--- config.mk ---
export PLATFORM = sky130hd
export DESIGN_NAME = seq_det_rr_sched_flat
export DESIGN_NICKNAME = d
export VERILOG_FILES = /design/src/rtl/seq_det_rr_sched_if.sv /design/src/rtl/seq_det_rr_sched.sv /design/src/flat_wrapper.sv
export SDC_FILE = /design/constraint.sdc
export NUM_CORES = 1
export LEC_CHECK = 0
export ABC_AREA = 0
export ABC_CLOCK_PERIOD_IN_PS = 5500
export CORE_MARGIN = 2
export CORE_UTILIZATION = 50
export CTS_CLUSTER_SIZE = 14
export DETAILED_ROUTE_END_ITERATION = 8
export PLACE_DENSITY = 0.91
export SKIP_LAST_GASP = 1
export SYNTH_ARGS = -nofsm -noshare
export SYNTH_HDL_FRONTEND = slang
export SYNTH_SLANG_ARGS = --single-unit
--- constraint.sdc ---
create_clock -name clk -period 5.5 [get_ports clk]
set_input_delay 1.65 -clock clk [delete_from_list [all_inputs] [get_ports clk]]
set_output_delay 1.65 -clock clk [all_outputs]
set_load 0.05 [all_outputs]
--- src/rtl/seq_det_rr_sched_if.sv ---
// Channel-side bundle for seq_det_rr_sched: per-channel serial handshake plus grant/detect status.
// The producer side drives valid/bit/clr; the scheduler side returns grant, detect and debug state.
interface seq_det_rr_sched_if #(
    parameter int unsigned N_CH  = 4,
    parameter int unsigned ID_W  = 2,
    parameter int unsigned CNT_W = 8
) ();

    logic [N_CH-1:0]   ch_valid;
    logic [N_CH-1:0]   ch_bit;
    logic [N_CH-1:0]   ch_clr;
    logic [N_CH-1:0]   ch_ready;
    logic              grant_vld;
    logic [ID_W-1:0]   grant_id;
    logic [N_CH-1:0]   det;
    logic [CNT_W-1:0]  det_cnt;
    logic [2*N_CH-1:0] cs_dbg;

    modport master (
        output ch_valid, ch_bit, ch_clr,
        input  ch_ready, grant_vld, grant_id, det, det_cnt, cs_dbg
    );

    modport slave (
        input  ch_valid, ch_bit, ch_clr,
        output ch_ready, grant_vld, grant_id, det, det_cnt, cs_dbg
    );

endinterface

--- src/rtl/seq_det_rr_sched.sv ---
// Round-robin time-shared "1010" Mealy detector serving N_CH serial channels with per-channel contexts.
// Define SEQ_DET_OVERLAP_EN for overlapping detection (s101 + 0 -> s10); default is non-overlapping.
module seq_det_rr_sched #(
    parameter int unsigned N_CH  = 4,
    parameter int unsigned ID_W  = 2,
    parameter int unsigned CNT_W = 8
) (
    input logic              clk,
    input logic              rst_n,
    seq_det_rr_sched_if.slave bus
);

    typedef enum logic [1:0] {
        S0   = 2'd0,
        S1   = 2'd1,
        S10  = 2'd2,
        S101 = 2'd3
    } det_state_e;

    det_state_e        ctx_q [N_CH];
    det_state_e        ctx_d [N_CH];
    logic [ID_W-1:0]   ptr_q, ptr_d;
    logic [N_CH-1:0]   det_q, det_d;
    logic [CNT_W-1:0]  cnt_q, cnt_d;

    logic [N_CH-1:0]   req;
    logic [N_CH-1:0]   ready;
    logic              gvld;
    logic [ID_W-1:0]   gid;
    int unsigned       idx;

    det_state_e        cur_st, nxt_st;
    logic              cur_bit;
    logic              hit;
    logic [2*N_CH-1:0] cs_flat;

    // Arbiter: first requester at or after ptr+1, wrapping; a channel being cleared never requests
    always_comb begin
        req   = bus.ch_valid & ~bus.ch_clr;
        ready = '0;
        gvld  = 1'b0;
        gid   = '0;
        idx   = 0;
        for (int unsigned k = 1; k <= N_CH; k++) begin
            idx = (32'(ptr_q) + k) % N_CH;
            if (!gvld && req[ID_W'(idx)]) begin
                gvld = 1'b1;
                gid  = ID_W'(idx);
            end
        end
        if (gvld) begin
            ready[gid] = 1'b1;
        end
    end

    // Shared detector next-state/hit logic on the granted channel's context
    always_comb begin
        cur_st  = ctx_q[gid];
        cur_bit = bus.ch_bit[gid];
        nxt_st  = cur_st;
        hit     = 1'b0;
        case (cur_st)
            S0:   nxt_st = cur_bit ? S1 : S0;
            S1:   nxt_st = cur_bit ? S1 : S10;
            S10:  nxt_st = cur_bit ? S101 : S0;
            S101: begin
                if (cur_bit) begin
                    nxt_st = S1;
                end else begin
                    hit = 1'b1;
`ifdef SEQ_DET_OVERLAP_EN
                    nxt_st = S10;
`else
                    nxt_st = S0;
`endif
                end
            end
            default: nxt_st = S0;
        endcase
    end

    // Next-state for pointer, contexts, detect pulses and saturating counter
    always_comb begin
        ptr_d = ptr_q;
        det_d = '0;
        cnt_d = cnt_q;
        for (int unsigned i = 0; i < N_CH; i++) begin
            ctx_d[i] = ctx_q[i];
        end
        if (gvld) begin
            ptr_d      = gid;
            ctx_d[gid] = nxt_st;
            det_d[gid] = hit;
            if (hit && (cnt_q != {CNT_W{1'b1}})) begin
                cnt_d = cnt_q + CNT_W'(1);
            end
        end
        // Clear wins over any other update of the channel
        for (int unsigned i = 0; i < N_CH; i++) begin
            if (bus.ch_clr[i]) begin
                ctx_d[i] = S0;
            end
        end
    end

    always_ff @(posedge clk or negedge rst_n) begin
        if (!rst_n) begin
            for (int unsigned i = 0; i < N_CH; i++) begin
                ctx_q[i] <= S0;
            end
            ptr_q <= ID_W'(N_CH - 1);
            det_q <= '0;
            cnt_q <= '0;
        end else begin
            for (int unsigned i = 0; i < N_CH; i++) begin
                ctx_q[i] <= ctx_d[i];
            end
            ptr_q <= ptr_d;
            det_q <= det_d;
            cnt_q <= cnt_d;
        end
    end

    always_comb begin
        cs_flat = '0;
        for (int unsigned i = 0; i < N_CH; i++) begin
            cs_flat[2*i +: 2] = ctx_q[i];
        end
    end

    assign bus.ch_ready  = ready;
    assign bus.grant_vld = gvld;
    assign bus.grant_id  = gid;
    assign bus.det       = det_q;
    assign bus.det_cnt   = cnt_q;
    assign bus.cs_dbg    = cs_flat;

endmodule

--- src/flat_wrapper.sv ---
// flat-port wrapper written by rule: the top's interface ports become plain ports
module seq_det_rr_sched_flat 
#(
    parameter int unsigned N_CH  = 4,
    parameter int unsigned ID_W  = 2,
    parameter int unsigned CNT_W = 8
)
  (clk, rst_n, bus_ch_valid, bus_ch_bit, bus_ch_clr, bus_ch_ready, bus_grant_vld, bus_grant_id, bus_det, bus_det_cnt, bus_cs_dbg);
  seq_det_rr_sched_if #(.N_CH(N_CH), .ID_W(ID_W), .CNT_W(CNT_W)) bus_i ();
  input logic clk;
  input logic rst_n;
  input wire logic [$bits(bus_i.ch_valid)-1:0] bus_ch_valid;
  input wire logic [$bits(bus_i.ch_bit)-1:0] bus_ch_bit;
  input wire logic [$bits(bus_i.ch_clr)-1:0] bus_ch_clr;
  output wire logic [$bits(bus_i.ch_ready)-1:0] bus_ch_ready;
  output wire logic [$bits(bus_i.grant_vld)-1:0] bus_grant_vld;
  output wire logic [$bits(bus_i.grant_id)-1:0] bus_grant_id;
  output wire logic [$bits(bus_i.det)-1:0] bus_det;
  output wire logic [$bits(bus_i.det_cnt)-1:0] bus_det_cnt;
  output wire logic [$bits(bus_i.cs_dbg)-1:0] bus_cs_dbg;
  assign bus_i.ch_valid = bus_ch_valid;
  assign bus_i.ch_bit = bus_ch_bit;
  assign bus_i.ch_clr = bus_ch_clr;
  assign bus_ch_ready = bus_i.ch_ready;
  assign bus_grant_vld = bus_i.grant_vld;
  assign bus_grant_id = bus_i.grant_id;
  assign bus_det = bus_i.det;
  assign bus_det_cnt = bus_i.det_cnt;
  assign bus_cs_dbg = bus_i.cs_dbg;
  seq_det_rr_sched #(.N_CH(N_CH), .ID_W(ID_W), .CNT_W(CNT_W)) u_core (.clk(clk), .rst_n(rst_n), .bus(bus_i));
endmodule
* Word level (Yosys, flattened, before mapping) *
Cells that the tools add are included.

storage, ports and cells
  bits in registers = 22
  memories = 0
  latch bits = 0
  input port bits = 14
  memory bits (writable) = 0
  output and inout port bits = 27
  ROM bits = 0
  word-level logic and storage cells = 83

cells by class
  divide/modulo/power cells = 0
  shift operators = 0
  $add $sub $neg = 5
  reduce and logical (&&, ||, !) cells = 16
  multiplexer cells = 39
  order comparisons = 8
  bitwise gates (word level) = 4
  multiply operators = 0
  equality and inequality tests = 4

operator list
  operator                                                  count
  2-to-1 mux 2 bit                                          13
  < comparator 2 x 3 -> 1 bit, second input constant        5
  2-to-1 mux 1 bit                                          13
  binary-select mux 1 bit (select 2 bit)                    5
  adder 8 x 1 -> 8 bit, second input constant               1
  bitwise AND 4 bit                                         2
  bitwise mux 8 bit                                         1
  2-to-1 mux 4 bit                                          2
  2-to-1 mux 8 bit                                          1
  != test 8 bit, second input constant                      1
  nonzero test 2 bit                                        4
  logical AND 1 bit                                         6
  case mux 2 bit (3 select lines)                           1
  adder 2 x 1 -> 2 bit, second input constant               2
  adder 2 bit, second input constant                        2
  binary-select mux 2 bit (select 2 bit)                    1
  demux 2 bit (select 2 bit)                                1
  equality test 2 bit, second input constant                2
  inverter 4 bit                                            1
  greater-or-equal comparator 3 bit, second input constant  1
  logical NOT 1 bit                                         3
  < comparator 3 x 1 -> 1 bit, second input constant        1
  inverter 2 -> 3 bit                                       1
  demux 1 bit (select 2 bit)                                1
  other kinds (5)                                           5

* Longest topological paths before layout *
Gate-level depths: netlist (run 1).

  word-level depth = 24
  gate-level depth with buffers = 10
  gate-level depth less buffers = 8

* Least setup slack after synthesis (run 1) *
Ideal clock, no wire load.

  path type = input port to output port
  start point = input bus_ch_valid[1]
  end point = output bus_ch_ready[1]
  path slack = 0.372 ns
  path buffers = 0
  cell stages on the path = 5
  arrival time = 3.478 ns
  path through = nor2b_2 or3b_1 nand4_1 inv_1 nor2_1

between the ends
  longest elaborated chain between the ends = 18

RTL lines
  item                                                                                                                    line                    source
  start: declaration                                                                                                      flat_wrapper.sv:12      input wire logic [$bits(bus_i.ch_valid)-1:0] bus_ch_valid;
  bitwise AND 4 bit *                                                                                                     seq_det_rr_sched.sv:39  req = bus.ch_valid & ~bus.ch_clr;
  binary-select mux 1 bit (select 2 bit)                                                                                  seq_det_rr_sched.sv:46  if (!gvld && req[ID_W'(idx)]) begin
  2-to-1 mux 1 bit (implied by the code)                                                                                  seq_det_rr_sched.sv:46
  2-to-1 mux 1 bit                                                                                                        seq_det_rr_sched.sv:46
  logical NOT 1 bit                                                                                                       seq_det_rr_sched.sv:46
  logical AND 1 bit                                                                                                       seq_det_rr_sched.sv:46
  2-to-1 mux 1 bit                                                                                                        seq_det_rr_sched.sv:46
  logical NOT 1 bit                                                                                                       seq_det_rr_sched.sv:46
  [3 not listed]                                                                                                          -
  logical AND 1 bit                                                                                                       seq_det_rr_sched.sv:46
  2-to-1 mux 2 bit *                                                                                                      seq_det_rr_sched.sv:46
  named net bus_grant_id[1]                                                                                               flat_wrapper.sv:17      output wire logic [$bits(bus_i.grant_id)-1:0] bus_grant_id;
  < comparator 2 x 3 -> 1 bit (implied by the code) / greater-or-equal comparator 2 x 1 -> 1 bit (equally long branches)  seq_det_rr_sched.sv:52  ready[gid] = 1'b1;
  logical AND 1 bit (implied by the code)                                                                                 seq_det_rr_sched.sv:52
  2-to-1 mux 1 bit (implied by the code)                                                                                  seq_det_rr_sched.sv:52
  demux 1 bit (select 2 bit) *                                                                                            -
  2-to-1 mux 4 bit *                                                                                                      seq_det_rr_sched.sv:51  if (gvld) begin
  end: declaration                                                                                                        flat_wrapper.sv:15      output wire logic [$bits(bus_i.ch_ready)-1:0] bus_ch_ready;

Mark *: on every way through the listed nets, which the timed path passes. The rest lies on a longest branch. The select of a mux whose other input is x is not followed.

* Final worst setup path (run 1) *
  start point = input bus_ch_clr[0]
  end point = output bus_ch_ready[2]

between the ends
  longest elaborated chain between the ends = 19

RTL lines
  item                                                                                                                    line                    source
  start: declaration                                                                                                      flat_wrapper.sv:14      input wire logic [$bits(bus_i.ch_clr)-1:0] bus_ch_clr;
  inverter 4 bit *                                                                                                        seq_det_rr_sched.sv:39
  bitwise AND 4 bit *                                                                                                     seq_det_rr_sched.sv:39
  binary-select mux 1 bit (select 2 bit)                                                                                  seq_det_rr_sched.sv:46
  2-to-1 mux 1 bit (implied by the code)                                                                                  seq_det_rr_sched.sv:46
  2-to-1 mux 1 bit                                                                                                        seq_det_rr_sched.sv:46
  logical NOT 1 bit                                                                                                       seq_det_rr_sched.sv:46
  logical AND 1 bit                                                                                                       seq_det_rr_sched.sv:46
  2-to-1 mux 1 bit                                                                                                        seq_det_rr_sched.sv:46
  [3 not listed]                                                                                                          -
  logical NOT 1 bit                                                                                                       seq_det_rr_sched.sv:46
  logical AND 1 bit                                                                                                       seq_det_rr_sched.sv:46
  2-to-1 mux 2 bit                                                                                                        seq_det_rr_sched.sv:46
  < comparator 2 x 3 -> 1 bit (implied by the code) / greater-or-equal comparator 2 x 1 -> 1 bit (equally long branches)  seq_det_rr_sched.sv:52
  logical AND 1 bit (implied by the code)                                                                                 seq_det_rr_sched.sv:52
  2-to-1 mux 1 bit (implied by the code)                                                                                  seq_det_rr_sched.sv:52
  demux 1 bit (select 2 bit)                                                                                              -
  2-to-1 mux 4 bit *                                                                                                      seq_det_rr_sched.sv:51

Every way passes the cells marked *; elsewhere a longest branch is shown, timed or not. The select of a mux whose other input is x is not followed.

==> metrics.yaml, run 1 <==
setup_path:
  slowest_delay_ns: 0.50
  crit_family: "buffers and inverters"
  r2r-end: "u_core.bus.det_cnt[1]"
  crit_chain: "clkdlybuf4s50_1 > nand2b_1 > nand3_1 > o211a_1 > inv_6 > nor2_1 > buf_12"
  cp-end-kind: "output pin"
  crit_fanout: 10
  cp.arrival_ns: 3.58
  path_class: "input port to output pin"
  crit_path_start: "bus_ch_clr[0]"
  start_kind: "input port"
  cp.buffers_inverters: 3
  slowest_stage: "clkdlybuf4s50_1"
  rrSetupSlack_ns: 2.62
  timing.rr.start: "u_core.ptr_q[1]"
  cp_num_cells: 7
  critPathRequiredTime_ns: 3.85
  reg2regPathDepth: 8
power_and_ir_drop:
  vdd_drop_max_v: 0.000418
  power.leakage_nw: 0.824
  swShare_pct: 47.3
  power_density_nw_per_um2: 462
  internal-power_uw: 475
  p_seq_share_pct: 27.0
  clock_power_share_pct: 14.0
  p_comb_share_pct: 59.0
  power_switching_uw: 426
sta:
  setup_viol: 0
  post-route-min-period_ns: 5.23
  final.period_utilization_pct: 95.2
  finalMaxSlewViolations: 0
  slew_headroom_pct: 31.2
  final.setup.tns_ns: 0
  clock.fmax_mhz: 191
  clock-skew-final_ns: 0.00193
  finalHoldViolCount: 0
  rsz0062_at_grt: "false"
  tightest_slew_ns: 1.03
hold_path:
  hold_end: "u_core.bus.det_cnt[7]"
  worstHoldPathType: "register to register"
  hp-start: "u_core.bus.det_cnt[7]"
  hold_depth: 1
clock_network:
  clock_latency_ns: 0.31
  cts_setup_buffers: 0
  cts_made_buffers: 3
  root_buffer: "clkbuf_4"
  h-tree-depth: 1
  cts_max_path_buffers: 2
  clkTransAtPathRegs_ns: 0.13
  cts_sinks: 22
  cts_tree: "built"
  cts_resized: 0
  hold_buffers: 0
floorplan:
  initial_core_util_pct: 51.5
  fp.dieH_um: 56.8
  io_pins: 41
  die_w_um: 56.8
  dieArea_um2: 3230
  row_count: 19
  coreArea_um2: 2710
finish:
  design_area_um2: 1950
  diodes: 0
  fillers: 204
  final_cells: 206
  final_nets: 191
  syn2layout_area_growth_pct: 39.8
  drive_above_1_share_pct: 21.1
flow_run:
  drv_cap: 0
global_route:
  gr-usage-met1_pct: 31.4
  grtUsageMet2_pct: 43.9
  top_usage_layer: "met2"
  grt_pass1_wl_um: 6360
  grt.overflow.total: 0
  grt_use_total_pct: 25.5
  grtUsageMet3_pct: 3.46
  grt_pass1_vias: 1367
  grt_max_degree: 23
  antenna_found_initial: 0
route:
  via_per_inst: 6.16
  initialDrtViolationCount: 62
  drc: 0
  vias: 1268
  antenna_left: 0
  avgRoutedWirePerCell_um: 18.5
  drt_wl_total_um: 3820
  first_pass_iters: 4
logic_synthesis:
  yosys.area_share.xor_xnor_pct: 4.39
  syn-cell-area_um2: 1400
  synthMuxAreaShare_pct: 1.61
  avgSynthCellArea_um2: 10.8
  synth_compound_area_share_pct: 19.5
  postSynthCellCount: 129
  ys.warnings.count: 0
  ys_types: 49
  synth_top_family_by_area: "simple AND/OR/NAND/NOR gates"
  yosys.area_share.adder_pct: 0.897
  ys_ff_latch: 22
  synthSimpleGateAreaFrac_pct: 29.5
  ys_seq_area_share_pct: 39.6
  synth_nets: 144
placed_design:
  numPortBuffers: 40
  dp.cells: 202
  placed_area_um2: 1900
  hpwl_um: 2910
  gp_congestion: 1.01
status:
  outcome: "finished clean"
[registers in the layout (all words and copies together) (netlist names)]
signal,count
u_core.bus.cs_dbg,8
u_core.bus.det_cnt,8
u_core.bus.det,4
u_core.ptr_q,2
[synth_stat cells (all sizes together)]
cell type  count  area (um2)
nor2           7        26.3
buf            4        38.8
nor4b          2        23.8
inv            5        23.8
nand3          7        35.0
a2bb2oi        1        15.0
o2111ai        1        8.76
xor2           7        61.3
or2            2        12.5
or3            1        6.26
o31ai          1        7.51
o21ai          5        28.8
and3b          2        17.5
nor2b          4        27.5
nand2b         5        31.3
and4b          2        20.0
nand2          6        22.5
nor4           8        68.8
nand3b         1        7.51
ha             1        12.5
a311o          4        40.0
o221ai         1        26.3
nor3           2        15.0
o211a          1        10.0
dfrtp         20         500
dfstp          2        52.6
or3b           1        8.76
a22o           1        17.5
nand4          3        18.8
o21bai         1        11.3
mux2           2        22.5
o21a           1        7.51
o211ai         3        27.5
a21oi          3        18.8
and3           4        25.0
nor3b          6        45.0
a221oi         2        52.6
[how the worst max path moves through the flow]
stage | endpoint | slack, ns
final | bus_ch_ready[2] | 0.27
after global routing | bus_ch_ready[2] | 0.19
after CTS | bus_ch_ready[2] | 0.29
after detailed placement | bus_ch_ready[2] | 0.30
after global placement | bus_ch_ready[2] | 0.35
after floorplan | bus_ch_ready[1] | 0.37
[final cells by class]
class | count | area [um2] | area share [%]
well taps | 31 | 38.8 | 1.99
multi-input cells | 98 | 779 | 40.0
clock buffers | 3 | 22.5 | 1.15
repair buffers | 46 | 503 | 25.8
flip-flops and latches | 22 | 553 | 28.4
inverters | 5 | 23.8 | 1.22
clock inverters | 1 | 30.0 | 1.54
[through the flow]
stage	utilization, %	power (mW)	worst slack (ns)	hold WS (ns)
detailed placement	70.0	0.774	0.300	0.477
global route	72.0	0.942	0.187	0.528
global placement	70.0	0.764	0.355	0.488
CTS	72.0	0.901	0.293	0.506
floorplan	-	0.591	0.372	0.515
finish	72.0	0.901	0.266	0.505
[metal layers]
| metal | routed length [um] | part of all wire (%) | vias up |
|---|---|---|---|
| met5 | 0 | 0 | - |
| met4 | 110 | 2.9 | 0 |
| met3 | 169 | 4.4 | 12 |
| met2 | 1950 | 51 | 48 |
| met1 | 1590 | 42 | 627 |
| li1 | - | - | 581 |
[cell usage in the layout, fill, tap and decap left out, types with 2 or more instances in the layout]
cell type        netlist  final
clkdlybuf4s50_1        0     33
dfrtp_1               20     20
nand3_1                7      7
nor2_1                 7      7
xor2_1                 7      7
buf_4                  0      7
nor3b_1                6      6
nand2_1                6      6
buf_12                 0      6
nand2b_1               5      5
nor4_1                 5      5
inv_1                  4      4
and3_1                 4      4
a311o_1                4      4
nor2b_1                3      3
nand4_1                3      3
nor4_2                 3      3
o21ai_0                3      3
clkbuf_4               0      3
o211ai_1               2      2
and3b_1                2      2
a21oi_1                2      2
a221oi_4               2      2
and4b_1                2      2
dfstp_2                2      2
[cells by family after synthesis]
logic type      Yosys count
simple gates             63
compound gates           25
flops                    22
buf+inv                   9
xor+xnor                  7
mux                       2
fa+ha+maj                 1
[power groups by stage]
stage | clock, mW | combinational, mW | sequential [mW]
floorplan | 0 | 0.259 | 0.333
global placement | 0 | 0.522 | 0.242
detailed placement | 0 | 0.530 | 0.245
CTS | 0.128 | 0.532 | 0.242
global route | 0.136 | 0.560 | 0.246
finish | 0.126 | 0.532 | 0.243
(Power assumes the default switching activity.)
==> run 2: changes to the inputs <==
- ABC_CLOCK_PERIOD_IN_PS: 5500 -> 5600
- CORE_UTILIZATION: 50 -> 47
- PLACE_DENSITY: 0.91 -> 0.87
- SETUP_SLACK_MARGIN: unset -> 0.15
- clock period: 5.5 -> 5.6 ns (I/O delays scaled with it)
==> metrics.yaml, run 2 (synthesized netlist as in run 1, its figures left out) <==
status:
  outcome: "finished clean"
setup_path:
  critPathRequiredTime_ns: 3.92
  crit_family: "simple AND/OR/NAND/NOR gates"
  slowest_stage: "clkdlybuf4s50_1"
  crit_chain: "clkdlybuf4s50_1 > nor2b_2 > or3b_1 > nand4_1 > inv_1 > nor2_1 > buf_12"
  cp-end-kind: "output pin"
  slowest_delay_ns: 0.49
  start_kind: "input port"
  crit_fanout: 8
  path_class: "input port to output pin"
  cp.arrival_ns: 3.67
  cp.buffers_inverters: 3
sta:
  setup_viol: 0
  final.period_utilization_pct: 95.5
  clock.fmax_mhz: 187
  clock-skew-final_ns: 0.00853
  tightest_slew_ns: 0.994
  slew_headroom_pct: 33.5
  final.setup.tns_ns: 0
  finalHoldViolCount: 0
  finalMaxSlewViolations: 0
  rsz0062_at_grt: "true"
  layout_setup_ws_ns: 0.249
  post-route-min-period_ns: 5.35
power_and_ir_drop:
  vdd_drop_max_v: 0.000421
  power_density_nw_per_um2: 438
  power.leakage_nw: 0.819
floorplan:
  fp.dieH_um: 58.5
  coreArea_um2: 2780
  die_w_um: 58.5
  initial_core_util_pct: 50.2
  dieArea_um2: 3420
  row_count: 19
  io_pins: 41
placed_design:
  hpwl_um: 2690
  place_worst_setup_slack_ns: 0.202
  placed_area_um2: 1900
  numPortBuffers: 40
  gp_congestion: 0.912
finish:
  layout_commonest_cell: "clkdlybuf4s50_1"
  design_area_um2: 1940
  drive_above_1_share_pct: 21.1
  syn2layout_area_growth_pct: 39.0
  final_nets: 191
  layout_common_cells: "clkdlybuf4s50_1 (33), dfrtp_1 (20), nand3_1 (7), nor2_1 (7), xor2_1 (7)"
  diodes: 0
  utilization_pct: 69.7
  fillers: 208
route:
  via_per_inst: 6.07
  antenna_left: 0
  vias: 1251
  avgRoutedWirePerCell_um: 17.6
  first_pass_iters: 4
  drt_wl_total_um: 3630
  initialDrtViolationCount: 42
  drc: 0
global_route:
  antenna_found_initial: 0
  grt_pass1_wl_um: 5950
  grt.overflow.total: 0
  grt_use_total_pct: 23.0
  grt_max_degree: 23
  grt_pass1_vias: 1221
clock_network:
  hold_buffers: 0
  cts_sinks: 22
  cts_made_buffers: 3
  h-tree-depth: 1
  root_buffer: "clkbuf_4"
  clkTransAtPathRegs_ns: 0.13
  cts_max_path_buffers: 2
  cts_setup_buffers: 0
  clock_latency_ns: 0.32
  cts_tree: "built"
hold_path:
  worstHoldPathType: "register to register"
flow_run:
  drv_cap: 0
## run 2: changes by cell type in the layout (fill, tap and decap cells not counted)
cell / previous run / this run
buf_4: 7 / 6
clkbuf_8: 0 / 1
bufinv_16: 1 / 0
o211a_1: 1 / 0
o211a_2: 0 / 1
dlymetal6s2s_1: 0 / 1
## run 2: layer usage
| metal | wire (um) | vias up | GRT usage [%] |
|---|---|---|---|
| met5 | 0 | - | 0 |
| met4 | 78 | 0 | 9.63 |
| met3 | 255 | 9 | 3.30 |
| met2 | 1670 | 54 | 35.0 |
| met1 | 1620 | 604 | 32.9 |
| li1 | - | 584 | - |
## run 2: power breakdown
| part | internal (mW) | switching [mW] |
|---|---|---|
| Clock | 0.0398 | 0.0515 |
| Combinational | 0.196 | 0.327 |
| Sequential | 0.199 | 0.0373 |
## run 2: area by class of cell
cell class              count  area (um2)  area share [%]
repair buffers             46         508            26.2
multi-input cells          98         779            40.2
flip-flops and latches     22         553            28.5
inverters                   5        23.8            1.23
well taps                  31        38.8            2.00
clock buffers               4        36.3            1.87
## run 2: worst register-to-register path, delay by kind of cell (launching register included)
family,cells,cell delay (ns)
simple gates,2,0.46
buf+inv,1,0.11
mux,1,0.34
flops,1,0.62
compound gates,4,1.20
## run 2: worst paths after layout
kind                                             from  cells after the start                     to  slack [ns]
worst max-delay path                    bus_ch_clr[1]                      7        bus_ch_ready[1]        0.25
worst min register to register  u_core.bus.det_cnt[7]                      1  u_core.bus.det_cnt[7]        0.50
worst min-delay path            u_core.bus.det_cnt[7]                      1  u_core.bus.det_cnt[7]        0.50
min in group asynchronous                       rst_n                      1  u_core.bus.det_cnt[1]        1.89
worst max register to register        u_core.ptr_q[1]                      8  u_core.bus.det_cnt[1]        2.77
max in group asynchronous                       rst_n                      1   u_core.bus.cs_dbg[0]        3.11
## run 2: through the flow
| step | cells | hold slack [ns] | power (mW) |
|---|---|---|---|
| 4_1_cts | 206 | 0.507 | 0.849 |
| 3_5_place_dp | 202 | 0.482 | 0.757 |
| 2_1_floorplan | 129 | 0.515 | 0.581 |
| 3_3_place_gp | 202 | 0.482 | 0.747 |
| 5_1_grt | 206 | 0.514 | 0.894 |
| 6_report | 206 | 0.505 | 0.850 |
## run 2: repair_timing
item	CTS	global route
hold endpoints to repair	0	0
gates resized for setup	0	2
setup endpoints to repair	0	4
==> run 3: changes to the inputs <==
- CORE_MARGIN: 2 -> 5
- GPL_ROUTABILITY_DRIVEN: unset -> 0
==> metrics.yaml, run 3 (synthesized netlist as in run 1, its figures left out) <==
status:
  outcome: "finished clean"
setup_path:
  crit_fanout: 10
  slowest_stage: "clkdlybuf4s50_1"
  crit_chain: "clkdlybuf4s50_1 > and3b_1 > a2bb2oi_2 > o211a_1 > nor2_1 > buf_12"
  cp.arrival_ns: 3.69
  critPathRequiredTime_ns: 3.92
  slowest_delay_ns: 0.57
  start_kind: "input port"
  cp-end-kind: "output pin"
  path_class: "input port to output pin"
global_route:
  grt_pass1_wl_um: 6210
  grt_pass1_vias: 1257
  antenna_found_initial: 0
  grt_max_degree: 23
  grt.overflow.total: 0
  grt_use_total_pct: 19.0
power_and_ir_drop:
  power_density_nw_per_um2: 451
  total_power_uw: 885
  vdd_drop_max_v: 0.000351
  power.leakage_nw: 0.833
flow_run:
  drv_cap: 0
floorplan:
  dieArea_um2: 4160
  io_pins: 41
  row_count: 19
  fp.dieH_um: 64.5
  die_w_um: 64.5
  initial_core_util_pct: 49.7
  coreArea_um2: 2810
finish:
  syn2layout_area_growth_pct: 40.7
  utilization_pct: 70.0
  drive_above_1_share_pct: 21.0
  final_cells: 207
  layout_common_cells: "clkdlybuf4s50_1 (33), dfrtp_1 (20)"
  layout_commonest_cell: "clkdlybuf4s50_1"
  fillers: 210
  design_area_um2: 1960
  diodes: 0
  final_nets: 192
clock_network:
  root_buffer: "clkbuf_4"
  cts_sinks: 22
  cts_max_path_buffers: 2
  h-tree-depth: 1
  cts_tree: "built"
  cts_made_buffers: 3
  clkTransAtPathRegs_ns: 0.13
  clock_latency_ns: 0.32
sta:
  final.setup.tns_ns: 0
  finalHoldViolCount: 0
  tightest_slew_ns: 1.01
  post-route-min-period_ns: 5.37
  rsz0062_at_grt: "true"
  clock.fmax_mhz: 186
  setup_viol: 0
  finalMaxSlewViolations: 0
  slew_headroom_pct: 32.7
  timing.hold.ws_ns: 0.515
  layout_setup_ws_ns: 0.233
  clock-skew-final_ns: 0.00228
  final.period_utilization_pct: 95.8
placed_design:
  hpwl_um: 2870
  place_worst_setup_slack_ns: 0.191
  dp.cells: 202
  numPortBuffers: 40
  placed_area_um2: 1900
route:
  drt_wl_total_um: 3740
  first_pass_iters: 4
  initialDrtViolationCount: 70
  vias: 1241
  via_per_inst: 6.00
  antenna_left: 0
  drc: 0
  avgRoutedWirePerCell_um: 18.1
hold_path:
  worstHoldPathType: "register to register"
-- run 3: final cells by class --
| cell class | instances | area [um2] | share of cell area (%) |
|---|---|---|---|
| Clock buffer | 3 | 22.5 | 1.15 |
| Clock inverter | 1 | 30.0 | 1.53 |
| Inverter | 5 | 23.8 | 1.21 |
| Multi-Input combinational cell | 98 | 779 | 39.7 |
| Sequential cell | 22 | 553 | 28.2 |
| Tap cell | 31 | 38.8 | 1.98 |
| Timing Repair Buffer | 47 | 515 | 26.3 |
-- run 3: critical path, delay by kind of cell --
kind | cells | cell delay, ns
AO/OA/AOI/OAI | 2 | 0.54
buffers and inverters | 2 | 0.78
AND/OR/NAND/NOR | 2 | 0.69
-- run 3: where the power goes --
group / internal (mW) / switching (mW) / total, mW
logic: 0.198 / 0.326 / 0.524
registers: 0.199 / 0.0371 / 0.236
clock network: 0.0724 / 0.0528 / 0.125
-- run 3: what timing repair did --
item / 4_1_cts / 5_1_grt
gates resized for setup: 0 / 1
setup buffers: 0 / 1
setup endpoints to repair: 0 / 5
hold buffers: 0 / 0
-- run 3: final timing paths --
| check | from | end | slack, ns | depth (start not counted) |
|---|---|---|---|---|
| max | bus_ch_clr[0] | bus_ch_ready[3] | 0.23 | 6 |
| min | u_core.bus.det_cnt[7] | u_core.bus.det_cnt[7] | 0.51 | 1 |
| max reg2reg | u_core.ptr_q[1] | u_core.bus.det_cnt[1] | 2.71 | 8 |
| min reg2reg | u_core.bus.det_cnt[7] | u_core.bus.det_cnt[7] | 0.51 | 1 |
| max in group asynchronous | rst_n | u_core.bus.det_cnt[6] | 3.10 | 1 |
| min in group asynchronous | rst_n | u_core.bus.det_cnt[0] | 1.90 | 1 |
-- run 3: metal layers --
layer	global-route usage, %	up-vias	share of wire, %
li1	-	583	-
met5	0	-	0
met3	2.25	5	6.0
met1	26.3	604	44
met2	30.3	49	48
met4	7.65	0	1.5
